**src/rtl/eth_frame_arbiter_if.sv**
```systemverilog
// Word-stream bundle used by eth_frame_arbiter: valid/ready handshake,
// one data word and an end-of-frame flag.
// master drives valid/data/last and receives ready; slave is the mirror.
interface eth_frame_arbiter_if #(
  parameter int DATA_W = 32
);
  logic              valid;
  logic [DATA_W-1:0] data;
  logic              last;
  logic              ready;

  modport master (output valid, output data, output last, input ready);
  modport slave  (input valid, input data, input last, output ready);
endinterface

```
**src/rtl/eth_frame_arbiter.sv**
```systemverilog
// eth_frame_arbiter: frame-granular round-robin arbiter sharing one egress
// word stream between ingress ports A and B. A grant lasts a whole frame.
// The datapath is a combinational pass-through and adds no registers.
// Per-port delivered-frame counters wrap at 2^CNT_W.
// Optional feature macro: ETH_ARB_FRAME_LIMIT_EN. When it is defined, frames
// longer than MAX_WORDS are cut at MAX_WORDS words and err_oversize is raised.
// The rest of the oversize frame is then drained and discarded.
module eth_frame_arbiter #(
  parameter int DATA_W    = 32,
  parameter int MAX_WORDS = 380,
  parameter int CNT_W     = 16
) (
  input  logic                 clk,
  input  logic                 rst,
  eth_frame_arbiter_if.slave   a_if,
  eth_frame_arbiter_if.slave   b_if,
  eth_frame_arbiter_if.master  out_if,
  output logic                 out_src,
  output logic                 err_oversize,
  output logic [CNT_W-1:0]     frames_a,
  output logic [CNT_W-1:0]     frames_b
);

  typedef enum logic [2:0] {
    S_IDLE    = 3'd0,
    S_GRANT_A = 3'd1,
    S_GRANT_B = 3'd2,
    S_DROP_A  = 3'd3,
    S_DROP_B  = 3'd4
  } state_t;

  // MAX_WORDS must be representable by the CNT_W-bit word counter.
  // This block exists only when the parameter combination is unusable.
  if (MAX_WORDS < 1 || MAX_WORDS > 2**CNT_W) begin : g_max_words_out_of_range
  end

  state_t           state_q, state_d;
  logic             prio_q, prio_d;   // 0 = A wins a tie, 1 = B wins a tie
  logic             src_q, src_d;     // port owning the current or last grant
  logic [CNT_W-1:0] frames_a_q, frames_a_d;
  logic [CNT_W-1:0] frames_b_q, frames_b_d;

`ifdef ETH_ARB_FRAME_LIMIT_EN
  localparam logic [CNT_W-1:0] LAST_IDX = CNT_W'(MAX_WORDS - 1);
  logic [CNT_W-1:0] word_cnt_q, word_cnt_d;
`endif

  // Ingress signals of the currently granted port. src_q tracks GRANT_x/DROP_x.
  logic              cur_valid;
  logic              cur_last;
  logic [DATA_W-1:0] cur_data;
  logic              frame_done;

  assign cur_valid = src_q ? b_if.valid : a_if.valid;
  assign cur_last  = src_q ? b_if.last  : a_if.last;
  assign cur_data  = src_q ? b_if.data  : a_if.data;

  // Next-state, handshake and egress steering, with all outputs defaulted first.
  always_comb begin
    state_d      = state_q;
    prio_d       = prio_q;
    src_d        = src_q;
    frames_a_d   = frames_a_q;
    frames_b_d   = frames_b_q;
    frame_done   = 1'b0;
    a_if.ready   = 1'b0;
    b_if.ready   = 1'b0;
    out_if.valid = 1'b0;
    out_if.data  = '0;
    out_if.last  = 1'b0;
    err_oversize = 1'b0;
`ifdef ETH_ARB_FRAME_LIMIT_EN
    word_cnt_d   = word_cnt_q;
`endif

    case (state_q)
      S_IDLE: begin
`ifdef ETH_ARB_FRAME_LIMIT_EN
        word_cnt_d = '0;
`endif
        if (a_if.valid && (!b_if.valid || !prio_q)) begin
          state_d = S_GRANT_A;
          src_d   = 1'b0;
        end else if (b_if.valid) begin
          state_d = S_GRANT_B;
          src_d   = 1'b1;
        end
      end

      S_GRANT_A, S_GRANT_B: begin
        out_if.valid = cur_valid;
        out_if.data  = cur_data;
        out_if.last  = cur_last;
        if (src_q) b_if.ready = out_if.ready;
        else       a_if.ready = out_if.ready;

        if (cur_valid && out_if.ready) begin
`ifdef ETH_ARB_FRAME_LIMIT_EN
          word_cnt_d = word_cnt_q + 1'b1;
`endif
          if (cur_last) begin
            frame_done = 1'b1;
            state_d    = S_IDLE;
          end
`ifdef ETH_ARB_FRAME_LIMIT_EN
          else if (word_cnt_q == LAST_IDX) begin
            // Cut the frame here: close it on egress and swallow the tail.
            out_if.last  = 1'b1;
            err_oversize = 1'b1;
            frame_done   = 1'b1;
            state_d      = src_q ? S_DROP_B : S_DROP_A;
          end
`endif
        end
      end

`ifdef ETH_ARB_FRAME_LIMIT_EN
      S_DROP_A, S_DROP_B: begin
        if (src_q) b_if.ready = 1'b1;
        else       a_if.ready = 1'b1;
        if (cur_valid && cur_last) state_d = S_IDLE;
      end
`endif

      default: state_d = S_IDLE;
    endcase

    // A delivered frame (complete or truncated) counts and hands the tie to the other port.
    if (frame_done) begin
      prio_d = ~src_q;
      if (src_q) frames_b_d = frames_b_q + 1'b1;
      else       frames_a_d = frames_a_q + 1'b1;
    end
  end

  // State, priority, grant source and counters; synchronous reset aborts any frame.
  always_ff @(posedge clk) begin
    if (rst) begin
      state_q    <= S_IDLE;
      prio_q     <= 1'b0;
      src_q      <= 1'b0;
      frames_a_q <= '0;
      frames_b_q <= '0;
    end else begin
      state_q    <= state_d;
      prio_q     <= prio_d;
      src_q      <= src_d;
      frames_a_q <= frames_a_d;
      frames_b_q <= frames_b_d;
    end
  end

`ifdef ETH_ARB_FRAME_LIMIT_EN
  // Beat counter for the current grant, used to detect oversize frames.
  always_ff @(posedge clk) begin
    if (rst) word_cnt_q <= '0;
    else     word_cnt_q <= word_cnt_d;
  end
`endif

  assign out_src  = src_q;
  assign frames_a = frames_a_q;
  assign frames_b = frames_b_q;

endmodule

```
**src/flat_wrapper.sv**
```systemverilog
// flat-port wrapper written by rule: the top's interface ports become plain ports
module eth_frame_arbiter_flat 
#(
  parameter int DATA_W    = 32,
  parameter int MAX_WORDS = 380,
  parameter int CNT_W     = 16
)
  (clk, rst, out_src, err_oversize, frames_a, frames_b, a_if_valid, a_if_data, a_if_last, a_if_ready, b_if_valid, b_if_data, b_if_last, b_if_ready, out_if_valid, out_if_data, out_if_last, out_if_ready);
  eth_frame_arbiter_if #(.DATA_W(DATA_W)) a_if_i ();
  eth_frame_arbiter_if #(.DATA_W(DATA_W)) b_if_i ();
  eth_frame_arbiter_if #(.DATA_W(DATA_W)) out_if_i ();
  input  logic clk;
  input  logic rst;
  output logic out_src;
  output logic err_oversize;
  output logic [CNT_W-1:0] frames_a;
  output logic [CNT_W-1:0] frames_b;
  input wire logic [$bits(a_if_i.valid)-1:0] a_if_valid;
  input wire logic [$bits(a_if_i.data)-1:0] a_if_data;
  input wire logic [$bits(a_if_i.last)-1:0] a_if_last;
  output wire logic [$bits(a_if_i.ready)-1:0] a_if_ready;
  input wire logic [$bits(b_if_i.valid)-1:0] b_if_valid;
  input wire logic [$bits(b_if_i.data)-1:0] b_if_data;
  input wire logic [$bits(b_if_i.last)-1:0] b_if_last;
  output wire logic [$bits(b_if_i.ready)-1:0] b_if_ready;
  output wire logic [$bits(out_if_i.valid)-1:0] out_if_valid;
  output wire logic [$bits(out_if_i.data)-1:0] out_if_data;
  output wire logic [$bits(out_if_i.last)-1:0] out_if_last;
  input wire logic [$bits(out_if_i.ready)-1:0] out_if_ready;
  assign a_if_i.valid = a_if_valid;
  assign a_if_i.data = a_if_data;
  assign a_if_i.last = a_if_last;
  assign a_if_ready = a_if_i.ready;
  assign b_if_i.valid = b_if_valid;
  assign b_if_i.data = b_if_data;
  assign b_if_i.last = b_if_last;
  assign b_if_ready = b_if_i.ready;
  assign out_if_valid = out_if_i.valid;
  assign out_if_data = out_if_i.data;
  assign out_if_last = out_if_i.last;
  assign out_if_i.ready = out_if_ready;
  eth_frame_arbiter #(.DATA_W(DATA_W), .MAX_WORDS(MAX_WORDS), .CNT_W(CNT_W)) u_core (.clk(clk), .rst(rst), .a_if(a_if_i), .b_if(b_if_i), .out_if(out_if_i), .out_src(out_src), .err_oversize(err_oversize), .frames_a(frames_a), .frames_b(frames_b));
endmodule
```
**config.mk**
```make
export PLATFORM = sky130hd
export DESIGN_NAME = eth_frame_arbiter_flat
export DESIGN_NICKNAME = d
export VERILOG_FILES = /design/src/rtl/eth_frame_arbiter_if.sv /design/src/rtl/eth_frame_arbiter.sv /design/src/flat_wrapper.sv
export SDC_FILE = /design/constraint.sdc
export NUM_CORES = 1
export LEC_CHECK = 0
export ABC_AREA = 1
export CAP_MARGIN = 15
export CELL_PAD_IN_SITES_DETAIL_PLACEMENT = 1
export CELL_PAD_IN_SITES_GLOBAL_PLACEMENT = 2
export CORE_MARGIN = 2
export CORE_UTILIZATION = 20
export DETAILED_ROUTE_END_ITERATION = 7
export PLACE_DENSITY_LB_ADDON = 0.1
export SYNTH_ARGS = -nofsm -noshare
export SYNTH_HDL_FRONTEND = slang
export SYNTH_SLANG_ARGS = --single-unit
```
**constraint.sdc**
```tcl
create_clock -name clk -period 4 [get_ports clk]
set_input_delay 0.8 -clock clk [delete_from_list [all_inputs] [get_ports clk]]
set_output_delay 0.8 -clock clk [all_outputs]
set_load 0.005 [all_outputs]
```
==> impl_metrics.toml, run 1 <==
[worst_setup_path]
critPathSlowestCell = "nor2_4"
ff2ff_setup_slack_ns = 1.52
slowest_delay_ns = 0.62
worstSetupStartpoint = "u_core.state_q[0]"
cp_cell_sequence = "inv_1 > ha_1 > inv_2 > nor2_4 > a22o_1 > clkdlybuf4s50_1"
worstSetupStartpointType = "register"
path_max_fanout = 34
reg2regPathDepth = 9
crit_required_ns = 3.20
critPathKind = "register to output port"
r2r_start = "u_core.state_q[0]"
cp-end-kind = "output port"
cp.arrival_ns = 2.51

[cts]
cts_root_buf = "clkbuf_16"
clock-sinks = 36
insertion_delay_ns = 0.28
htree_levels = 2
cts.repair.resized = 0
cts_tree = "built"
numCtsBuffers = 5
cts.clk_slew.worst_paths_ns = 0.05
cts_hold_buffers = 0
cts_max_path_buffers = 2
cts_setup_buffers = 0

[worst_hold_path]
min_path_cells = 2
hold_path.class = "register to register"
min_from = "u_core.state_q[0]"

[yosys]
synth-seq-area-share_pct = 31.58
synth_edf_count = 0
ys_types = 27
ys_dominant_reg_cell = "dfxtp_1"
synth_nets = 406
syn_inst = 332
synthArstFlopShare_pct = 0
avgSynthCellArea_um2 = 6.874
synth-seq-cells = 36
syn_area_mm2 = 0.002282
ys_warn_count = 0

[layout]
finalNetCount = 537
drive_above_1_share_pct = 4.526
fill_cells = 1392
layout_commonest_cell = "clkdlybuf4s50_1"
layout_common_cells = "clkdlybuf4s50_1, nand2_1, nor2_1"
finalNonFillerCells = 607
area_growth_pct = 71.11
fin_util_pct = 34.64
insertedDiodeCount = 0

[sta]
finalSetupViolCount = 0
relSlewSlack_pct = 45.92
fin_ws_ns = 0.6857
fin_crit_sh_pct = 82.86
rsz0062_at_grt = "no"
finalCriticalPeriod_ns = 3.314
skew_ns = 0.005766
fmax_mhz = 301.7
setup-tns-final_ns = 0
whs_ns = 0.4593
slew_violations = 0
hold_viol_final = 0
worst_slew_pin_slew_ns = 0.8092

[pwr]
seqPwrFrac_pct = 31.0
total_leakage_power_nw = 1.501
power_density_mw_per_mm2 = 309.3
switching_share_pct = 28.28
peakVddDrop_mv = 0.1387
p_clk_share_pct = 33.0
p_int_w = 0.0008663
power.switching_w = 0.0003416
p_comb_share_pct = 35.9

[drt]
wl_per_cell_um = 15.26
via_per_inst = 4.537
wl_um = 9264
drc = 0
drt_iter0_markers = 76
drtPass1Iterations = 4
via_count = 2754
ant_nets = 0

[global_routing]
grt_max_degree = 35
grt_pass1_wl_um = 15110
grt_overflow_total = 0
grt_pass1_vias = 2977
antenna_found_initial = 0
gr-usage-all-layers_pct = 15.20

[floorplan]
die-area_mm2 = 0.01228
core_mm2 = 0.01127
die_w_um = 110.8
row_count = 39
io_pins = 141
die_h_um = 110.8
initial_core_util_pct = 20.25

[run_status]
status = "finished clean"

[place]
place_ws_ns = 0.9425
dp_cells = 599
hpwl_um = 7301
io_buffers = 139
place.gp.congestion = 0.7303

[run]
timing.max_cap.violations = 0
==> registers in the layout, indices dropped and copies added (netlist names) <==
register / count
u_core.state_q: 2
u_core.frames_b: 16
u_core.out_src: 1
u_core.prio_q: 1
u_core.frames_a: 16
==> stage by stage <==
stage | total power (W) | cell area [um^2]
after floorplan | 0.0005661 | 2282
after global placement | 0.0008262 | 3759
after detailed placement | 0.0008251 | 3759
after CTS | 0.001241 | 3905
after global routing | 0.001281 | 3905
final | 0.001208 | 3905
==> routing by layer <==
layer / wire (um) / global-route usage (%) / share of wire [%]
met3: 879 / 6.397 / 9.5
met5: 0 / 0 / 0
met1: 3614 / 16.19 / 39
met4: 112 / 4.167 / 1.2
met2: 4656 / 27.48 / 50
==> Yosys cell counts (5+ instances only) <==
master	count	area (um^2)
a21oi_1	34	170.2
a22o_1	32	280.3
buf_6	5	56.30
clkbuf_1	8	30.03
dfxtp_1	36	720.7
inv_1	21	78.83
nand2_1	74	277.8
nand3_1	32	160.2
nor2_1	49	183.9
xor2_1	7	61.31
==> critical path, delay by kind of cell, from the launching register on <==
family / cells / cell delay, ns
buf+inv: 3 / 0.70
simple gates: 1 / 0.62
fa+ha+maj: 1 / 0.36
flops: 1 / 0.32
compound gates: 1 / 0.24
==> final timing paths <==
path                                           end
worst max register to register  u_core.frames_a[9]
worst min-delay path             u_core.state_q[0]
worst min register to register   u_core.state_q[0]
worst max-delay path                out_if_data[4]
==> cell type report <==
cell class	instances	area [um^2]	area share, %
Tap cell	143	178.9	4.582
Multi-Input combinational cell	255	1366	34.99
Timing Repair Buffer	140	1399	35.82
Clock buffer	8	146.4	3.749
Sequential cell	36	720.7	18.46
Inverter	25	93.84	2.403
==> power by group through the flow <==
stage	clock [W]	sequential (W)	combinational [W]
floorplan	0	0.000377	0.000189
global placement	0	0.000383	0.000443
detailed placement	0	0.000383	0.000442
CTS	0.000421	0.000375	0.000445
global route	0.000434	0.000377	0.000470
finish	0.000399	0.000375	0.000434
==> cell families after synthesis <==
group / after synthesis / share of synthesized area (%)
flip-flops: 36 / 31.58
AO/OA/AOI/OAI: 74 / 22.20
XOR/XNOR: 11 / 4.221
buffers and inverters: 41 / 8.553
AND/OR/NAND/NOR: 166 / 31.63
adder cells (fa/ha/maj): 3 / 1.645
other: 1 / 0.1643
No activity file was read; power rests on OpenSTA's default activity.
==> run 2, diff against run 1 <==
--- a/config.mk
+++ b/config.mk
@@ -10,7 +10,7 @@
 export CELL_PAD_IN_SITES_DETAIL_PLACEMENT = 1
 export CELL_PAD_IN_SITES_GLOBAL_PLACEMENT = 2
 export CORE_MARGIN = 2
-export CORE_UTILIZATION = 20
+export CORE_UTILIZATION = 18
 export DETAILED_ROUTE_END_ITERATION = 7
 export PLACE_DENSITY_LB_ADDON = 0.1
 export SYNTH_ARGS = -nofsm -noshare
==> constraint.sdc (replaced) <==
create_clock -name clk -period 3.4 [get_ports clk]
set_input_delay 0.68 -clock clk [delete_from_list [all_inputs] [get_ports clk]]
set_output_delay 0.68 -clock clk [all_outputs]
set_load 0.005 [all_outputs]
==> run 2 against run 1 <==
Compared with the run above: worst hold slack improved by 0.013 ns; combinational power rose by 21%; global-route usage fell by 1.1 points; total power rose by 19%; cell count rose by 5.1%; via count fell by 0.18%; die area rose by 11%; sequential power rose by 18%; sequential share of layout area fell by 0.30 points; final area rose by 1.6%; critical path depth did not move; clock power rose by 18%.
==> impl_metrics.toml, run 2 (synthesis results as in run 1) <==
[run_status]
status = "finished clean"

[floorplan]
die_h_um = 116.6
io_pins = 141
die-area_mm2 = 0.01360
row_count = 41
core_mm2 = 0.01252
initial_core_util_pct = 18.23
die_w_um = 116.6

[layout]
layout_commonest_cell = "clkdlybuf4s50_1"
seq_area_um2 = 720.7
multi_input_area_mm2 = 0.001366
finalNetCount = 539
layout_common_cells = "clkdlybuf4s50_1, nand2_1, nor2_1"
finalNonFillerCells = 638
fin_area_mm2 = 0.003969
fin_util_pct = 31.71
area_growth_pct = 73.90
fill_cells = 1577
insertedDiodeCount = 0
drive_above_1_share_pct = 4.936

[drt]
drtPass1Iterations = 4
drc = 0
ant_nets = 0
drt_iter0_markers = 73
via_per_inst = 4.309
wl_um = 9297
wl_per_cell_um = 14.57
via_count = 2749

[place]
dp_cells = 630
hpwl_um = 7426
place_ws_ns = 0.5048
place.gp.congestion = 0.7148
io_buffers = 139
place_area_mm2 = 0.003822

[pwr]
p_int_w = 0.001035
p_comb_share_pct = 36.6
seqPwrFrac_pct = 30.7
power_density_mw_per_mm2 = 362.5
p_clk_share_pct = 32.7
peakVddDrop_mv = 0.1470
switching_share_pct = 28.03
total_leakage_power_nw = 1.515
power.switching_w = 0.0004033

[worst_setup_path]
cp-end-kind = "output port"
path_max_fanout = 33
cp.arrival_ns = 2.46
slowest_delay_ns = 0.53
crit_buf_inv = 3
cp_cell_sequence = "inv_1 > ha_1 > nand2_1 > inv_2 > a22o_1 > clkdlybuf4s50_1"
critPathSlowestCell = "clkdlybuf4s50_1"
critPathKind = "register to output port"
worstSetupStartpointType = "register"
cp_top_family = "buffers and inverters"
crit_required_ns = 2.72

[sta]
worst_slew_pin_slew_ns = 0.7787
fin_ws_ns = 0.2601
fin_crit_sh_pct = 92.35
setup-tns-final_ns = 0
hold_viol_final = 0
skew_ns = 0.003906
finalCriticalPeriod_ns = 3.140
fmax_mhz = 318.5
finalSetupViolCount = 0
relSlewSlack_pct = 48.03
slew_violations = 0
rsz0062_at_grt = "no"

[run]
timing.max_cap.violations = 0

[worst_hold_path]
hold_path.class = "register to register"

[global_routing]
gr-usage-met3_pct = 5.189
grt_max_degree = 34
grt_overflow_total = 0
grtUsageMet1_pct = 16.03
grt.busiest_layer = "met2"
use_met2_pct = 25.54
grt_pass1_vias = 2927
gr-usage-all-layers_pct = 14.13
grt_pass1_wl_um = 15030
antenna_found_initial = 0

[cts]
cts.repair.resized = 0
cts_max_path_buffers = 2
cts_hold_buffers = 0
cts.clk_slew.worst_paths_ns = 0.06
clock-sinks = 36
numCtsBuffers = 5
insertion_delay_ns = 0.28
cts_setup_buffers = 0
cts_tree = "built"
cts_root_buf = "clkbuf_16"
htree_levels = 2
[run 2: worst register-to-register path: stages, from the launching register on]
cell     delay (ns)
dfxtp_1        0.34
inv_1          0.06
ha_1           0.36
nand2_1        0.16
inv_2          0.48
nand4_1        0.43
o21ai_0        0.31
a21oi_1        0.06
[run 2: cell type report]
| type | instances | area share, % |
|---|---|---|
| Multi-Input combinational cell | 255 | 34.43 |
| Clock buffer | 8 | 3.689 |
| Inverter | 25 | 2.364 |
| Sequential cell | 36 | 18.16 |
| Timing Repair Buffer | 142 | 35.94 |
| Tap cell | 172 | 5.422 |
[run 2: final timing paths]
check	startpoint	endpoint	slack (ns)	cells past startpoint
hold / removal	u_core.state_q[0]	u_core.state_q[0]	0.47	2
setup reg to reg	u_core.state_q[1]	u_core.frames_b[0]	1.09	7
setup / recovery	u_core.state_q[1]	out_if_data[6]	0.26	6
hold reg to reg	u_core.state_q[0]	u_core.state_q[0]	0.47	2
[run 2: metrics by stage]
| step | hold slack, ns | total power, W |
|---|---|---|
| floorplan | 0.4401 | 0.0006660 |
| global placement | 0.4570 | 0.0009910 |
| detailed placement | 0.4667 | 0.0009863 |
| CTS | 0.4762 | 0.001472 |
| global route | 0.5193 | 0.001530 |
| finish | 0.4727 | 0.001439 |
[run 2: per-layer routing]
| metal | vias up | share of wire [%] |
|---|---|---|
| met5 | - | 0 |
| met2 | 104 | 50 |
| met1 | 1264 | 41 |
| met4 | 0 | 0.85 |
| li1 | 1376 | - |
| met3 | 5 | 8.5 |
[run 2: power groups by stage]
| stage | Sequential (W) | Combinational (W) | Clock [W] |
|---|---|---|---|
| 6_report | 0.000442 | 0.000527 | 0.000470 |
| 5_1_grt | 0.000444 | 0.000575 | 0.000511 |
| 4_1_cts | 0.000442 | 0.000537 | 0.000492 |
| 3_5_place_dp | 0.000451 | 0.000535 | 0 |
| 3_3_place_gp | 0.000451 | 0.000540 | 0 |
| 2_1_floorplan | 0.000444 | 0.000222 | 0 |
==> run 3, diff against run 2 <==
--- a/config.mk
+++ b/config.mk
@@ -11,8 +11,10 @@
 export CELL_PAD_IN_SITES_GLOBAL_PLACEMENT = 2
 export CORE_MARGIN = 2
 export CORE_UTILIZATION = 18
+export CTS_CLUSTER_DIAMETER = 200
 export DETAILED_ROUTE_END_ITERATION = 7
 export PLACE_DENSITY_LB_ADDON = 0.1
+export SKIP_CTS_REPAIR_TIMING = 1
 export SYNTH_ARGS = -nofsm -noshare
 export SYNTH_HDL_FRONTEND = slang
 export SYNTH_SLANG_ARGS = --single-unit
==> results of run 3 <==
No change in the layout: final DEF, timing and power equal those of run 2.
